[config.mk]
export PLATFORM = sky130hd
export DESIGN_NAME = booth_mult_seq
export DESIGN_NICKNAME = d
export VERILOG_FILES = /design/src/rtl/booth_mult_seq.sv
export SDC_FILE = /design/constraint.sdc
export NUM_CORES = 1
export LEC_CHECK = 0
export BUFFER_PORTS_ARGS = -buffer_cell sky130_fd_sc_hd__buf_2
export CAP_MARGIN = 20
export CORE_MARGIN = 8
export CORE_UTILIZATION = 45
export CTS_CLUSTER_SIZE = 28
export DETAILED_ROUTE_END_ITERATION = 8
export PLACE_DENSITY = 0.73
export SYNTH_ARGS = -nofsm -noshare
export SYNTH_HDL_FRONTEND = slang
export SYNTH_SLANG_ARGS = --single-unit
[constraint.sdc]
create_clock -name clk -period 5.2 [get_ports clk]
set_input_delay 1.56 -clock clk [delete_from_list [all_inputs] [get_ports clk]]
set_output_delay 1.56 -clock clk [all_outputs]
set_load 0.02 [all_outputs]
[src/rtl/booth_mult_seq.sv]
// Sequential radix-2 Booth multiplier, signed/unsigned, start/busy/done handshake.
// Optional early termination when the remaining multiplier bits are uniform: BOOTH_EARLY_TERM_EN.
module booth_mult_seq #(
  parameter int WIDTH = 8
) (
  input  logic                 clk,
  input  logic                 rst,
  input  logic                 start,
  input  logic                 sgn,
  input  logic [WIDTH-1:0]     a,
  input  logic [WIDTH-1:0]     b,
  output logic                 busy,
  output logic                 done,
  output logic [2*WIDTH-1:0]   product
);

  localparam int CW = $clog2(WIDTH + 2);
  localparam int SW = 2*WIDTH + 3;

  typedef enum logic [1:0] {
    IDLE = 2'd0,
    RUN  = 2'd1,
    DONE = 2'd2
  } state_t;

  state_t             state_r;
  logic [WIDTH:0]     m_r;
  logic [WIDTH:0]     a_r;
  logic [WIDTH:0]     q_r;
  logic               q1_r;
  logic [CW-1:0]      cnt_r;

  logic [WIDTH:0]     acc_s;
  logic [SW-1:0]      step_s;
  logic [CW-1:0]      cnt_nxt_s;

  // Booth add/subtract selected by the current and previous multiplier bits.
  always_comb begin
    case ({q_r[0], q1_r})
      2'b10:   acc_s = a_r - m_r;
      2'b01:   acc_s = a_r + m_r;
      default: acc_s = a_r;
    endcase
  end

`ifdef BOOTH_EARLY_TERM_EN
  logic [WIDTH:0]        mask_s;
  logic                  term_s;
  logic signed [SW-1:0]  full_s;
  logic [SW-1:0]         jump_s;

  // Detect that every unprocessed multiplier bit matches q_1 and prepare the multi-bit shift.
  always_comb begin
    mask_s = ~({(WIDTH+1){1'b1}} << cnt_r);
    term_s = (((q_r ^ {(WIDTH+1){q1_r}}) & mask_s) == {(WIDTH+1){1'b0}});
    full_s = {a_r, q_r, q1_r};
    jump_s = full_s >>> cnt_r;
  end
`endif

  // Next {A,Q,q_1} and step count for one RUN cycle; the shifted-out q_1 is dropped.
  always_comb begin
    step_s    = {acc_s[WIDTH], acc_s, q_r};
    cnt_nxt_s = cnt_r - CW'(1);
`ifdef BOOTH_EARLY_TERM_EN
    if (term_s) begin
      step_s    = jump_s;
      cnt_nxt_s = {CW{1'b0}};
    end else begin
      step_s    = {acc_s[WIDTH], acc_s, q_r};
      cnt_nxt_s = cnt_r - CW'(1);
    end
`endif
  end

  // Control FSM and datapath registers with registered handshake outputs.
  always_ff @(posedge clk) begin
    if (rst) begin
      state_r <= IDLE;
      m_r     <= {(WIDTH+1){1'b0}};
      a_r     <= {(WIDTH+1){1'b0}};
      q_r     <= {(WIDTH+1){1'b0}};
      q1_r    <= 1'b0;
      cnt_r   <= {CW{1'b0}};
      busy    <= 1'b0;
      done    <= 1'b0;
      product <= {(2*WIDTH){1'b0}};
    end else begin
      case (state_r)
        IDLE: begin
          done <= 1'b0;
          if (start) begin
            m_r     <= {sgn & a[WIDTH-1], a};
            q_r     <= {sgn & b[WIDTH-1], b};
            a_r     <= {(WIDTH+1){1'b0}};
            q1_r    <= 1'b0;
            cnt_r   <= CW'(WIDTH + 1);
            busy    <= 1'b1;
            state_r <= RUN;
          end else begin
            busy    <= 1'b0;
          end
        end
        RUN: begin
          {a_r, q_r, q1_r} <= step_s;
          cnt_r            <= cnt_nxt_s;
          if (cnt_nxt_s == {CW{1'b0}}) begin
            // Upper bits of {A,Q} are redundant extension; the low 2*WIDTH are exact.
            product <= step_s[2*WIDTH:1];
            done    <= 1'b1;
            state_r <= DONE;
          end
        end
        DONE: begin
          done    <= 1'b0;
          busy    <= 1'b0;
          state_r <= IDLE;
        end
        default: begin
          done    <= 1'b0;
          busy    <= 1'b0;
          state_r <= IDLE;
        end
      endcase
    end
  end

endmodule

==> impl_metrics.csv <==
group,metric,value,unit
cells_and_area,n_fill_cell,537,
grt,grt_overflow,0,
routing,drt-initial-drc-count,161,
cts,ctsHoldBuffers,0,
synth,ys_async_sr_fraction,0,
critical_path,required,5390,ps
critical_path,path_max_fanout,33,
critical_path,critPathBufInv,2,
grt,met2_usage,0.2086,
synth,synth_compound_area_frac,0.2391,
floorplanning,die_area,8088,um^2
cts,cts_tree,"done",
routing,routed_via_density,5.466,
cts,clock_latency,310,ps
run_status,status,"finished, final reports clean",
critical_path,reg2reg_from,"q_r[0]$_SDFFE_PP0P_",
synth,ys_ff_latch,51,
timing,fin_crit,2770,ps
placed_design,port-buffer-count,37,
timing,hold_viol_final,0,
routing,wirelength,5.400,mm
power_and_ir_drop,p_leak,1.227,nW
timing,fin_worst_skew,12.37,ps
cells_and_area,diodes,0,
grt,grt_first_pass_wirelength,9.604,mm
synth,muxShareOfSynthArea,0.02950,
grt,antenna_found_initial,0,
synth,synth-xor-area-share,0.03917,
routing,ant_nets,0,
grt,use_met1,0.1876,
cts,cts_max_level,2,
cts,cts.sinks,51,
routing,remaining_drc_errors,0,
min_path,hold_depth,2,
cts,cts.clk_slew.worst_paths,90,ps
timing,setup-violations-final,0,
cts,numCtsBuffers,5,
critical_path,cp.depth,6,
power_and_ir_drop,power.density,293.6,nW/um^2
floorplanning,rows,27,
synth,synthAdderAreaFrac,0.06918,
synth,synth_top_family_by_area,"compound AO/OA/AOI/OAI gates",
critical_path,cp.arrival,2960,ps
routing,wl_per_cell,13.99,um
min_path,hold_end,"product[14]$_SDFFE_PP0P_",
cts,post_cts_buffers,0,
critical_path,end_kind,"register",
synth,ys.flop_type,"dfxtp_1",
grt,grt_max_degree,34,
grt,grt_use_total,0.1393,
timing,clock.fmax,361.0,MHz
timing,setup_slack,2430,ps
synth,syn_area,2460,um^2
floorplanning,die_x,89.94,um
synth,syn_avg_cell_area,8.785,um^2
critical_path,r2r_cells,9,
cts,ctsRootBufferMaster,"clkbuf_8",
routing,dr.pass1.iters,4,
placed_design,dpl.hpwl,4.091,mm
routing,vias,2110,
grt,top_usage_layer,"met2",
timing,min_period_over_period,0.5327,
placed_design,place_ws,2097,ps
critical_path,critical_path_class,"in -> reg",
synth,yosys_warnings,0,
timing,rsz0062_at_grt,"false",
critical_path,cp_top_family,"buffers and inverters",
floorplanning,pin_count,38,
floorplanning,start_util,0.4551,
power_and_ir_drop,irDropWorstVdd,155.7,uV
synth,synthSimpleGateAreaFrac,0.1780,
critical_path,reg2reg_to,"a_r[5]$_SDFFE_PP0P_",
critical_path,r2r_slack,2490,ps
floorplanning,core-area,5405,um^2
cts,clockBufferDepth,2,
grt,use_met3,0.03325,
placed_design,gp_congestion,0.8309,
critical_path,worstSetupStartpointType,"primary input",
cells_and_area,area_growth,13.38,%
power_and_ir_drop,p_total,0.8188,mW
critical_path,worstPathCellList,"buf_2 > inv_1 > nand2_1 > nor4_1 > a311oi_1 > o21ai_0",
floorplanning,dieHeight,89.94,um
synth,yosysSeqAreaShare,0.4151,
min_path,hold_path_class,"reg -> reg",
cts,cts-resized-gates,0,
timing,final_max_slew_viol_count,0,
grt,grt_pass1_vias,2034,
job,cap_violations,0,
synth,ys_types,50,
synth,synth_edf_count,0,
placed_design,place_inst,378,
synth,synthCells,280,
critical_path,slowest_stage,"buf_2",
critical_path,max_stage_delay,500,ps
timing,fin_setup_tns,0,ps
synth,synth.net_count,313,
timing,tightestPinTransition,976.5,ps
min_path,worstHoldStart,"product[14]$_SDFFE_PP0P_",
cells_and_area,layoutNonFillerInstCount,386,
cells_and_area,nNetsFinal,346,
timing,relSlewSlack,0.3460,
cells_and_area,layout-drive-gt1-share,0.1847,
## cells in the final DEF, fill, tap and decap left out, types with 2 or more instances in the layout
| cell | instances |
|---|---|
| buf_4 | 2 |
| ha_1 | 12 |
| o21ai_0 | 12 |
| buf_2 | 37 |
| mux2i_1 | 5 |
| clkbuf_8 | 5 |
| xnor2_1 | 3 |
| a22o_1 | 5 |
| nand2b_1 | 2 |
| nor3_1 | 5 |
| nand2_1 | 45 |
| a32o_1 | 2 |
| xor2_1 | 8 |
| nor2b_1 | 2 |
| nor4_1 | 2 |
| a21o_1 | 5 |
| o31ai_1 | 3 |
| nand3b_1 | 2 |
| dfxtp_1 | 51 |
| nand3_1 | 4 |
| a31oi_1 | 4 |
| inv_1 | 6 |
| a21oi_1 | 32 |
| mux2_2 | 2 |
| a22oi_1 | 8 |
| nor2_1 | 19 |
| a22o_2 | 5 |
## per-stage QoR
stage	hold WS, ps	util	area [um^2]
2_1_floorplan	429.1	-	2460
3_5_place_dp	436.9	0.5002	2704
5_1_grt	473.9	0.5160	2789
4_1_cts	457.2	0.5160	2789
3_3_place_gp	432.0	0.5002	2704
6_report	454.1	0.5160	2789
## cell usage after synthesis, drive strengths merged (2+ instances only)
library cell / instances / area (um^2)
a22o: 10 / 93.84
nand2b: 2 / 12.51
a31oi: 4 / 25.02
a32o: 2 / 20.02
nor2: 20 / 82.58
inv: 6 / 22.52
nor3: 6 / 35.03
nand2: 45 / 168.9
a21oi: 32 / 160.2
clkbuf: 8 / 30.03
o31ai: 3 / 22.52
o21ai: 12 / 60.06
xnor2: 3 / 26.28
buf: 5 / 21.27
mux2: 2 / 22.52
xor2: 8 / 70.07
dfxtp: 51 / 1021
ha: 12 / 150.1
mux2i: 5 / 50.05
a21o: 5 / 37.54
nand3b: 2 / 15.01
a22oi: 8 / 60.06
nor2b: 2 / 12.51
nand3: 5 / 37.54
nor4: 2 / 12.51
## sequential cells by signal (all words and copies together), names as in the netlist
register  cells
a_r           8
busy          1
cnt_r         4
done          1
m_r           9
product      16
q1_r          1
q_r           9
state_r       2
## worst reg2reg max path: stages, from the launching register on
cell and delay [ps]:
dfxtp_1 330, inv_1 70, ha_1 330, mux2_2 430, fa_1 450, a211oi_1 250
o21ai_0 190, xor2_1 180, mux2i_1 250, o21ai_0 120
## metal layers
metal / share of wire / vias up
met4: 0.016 / 0
met5: 0 / -
met3: 0.043 / 6
met2: 0.42 / 51
met1: 0.52 / 975
li1: - / 1078
## worst max-delay path by stage
stage | from | to | slack [ps]
4_1_cts | rst | product[12]$_SDFFE_PP0P_ | 2450
5_1_grt | rst | product[12]$_SDFFE_PP0P_ | 2300
2_1_floorplan | rst | product[12]$_SDFFE_PP0P_ | 2590
3_5_place_dp | rst | product[12]$_SDFFE_PP0P_ | 2100
3_3_place_gp | rst | product[12]$_SDFFE_PP0P_ | 2150
6_report | rst | product[12]$_SDFFE_PP0P_ | 2430
## power by group
part           switching (mW)  internal (mW)  total (mW)
clock                   0.131         0.0943       0.225
sequential             0.0173          0.407       0.425
combinational           0.101         0.0675       0.169
total                   0.249          0.569       0.819
## cell type report
cell class / instances / area [um^2] / area share
Sequential cell: 51 / 1021 / 0.3661
Clock buffer: 6 / 72.57 / 0.02602
Clock inverter: 2 / 12.51 / 0.004486
Multi-Input combinational cell: 210 / 1370 / 0.4913
Tap cell: 72 / 90.09 / 0.03230
Inverter: 6 / 22.52 / 0.008075
Timing Repair Buffer: 39 / 200.2 / 0.07178
## cell families after synthesis
logic type / Yosys count
compound gates: 87
simple gates: 92
xor+xnor: 11
buf+inv: 19
fa+ha+maj: 13
flops: 51
mux: 7
Power figures use the tool's default switching activity.
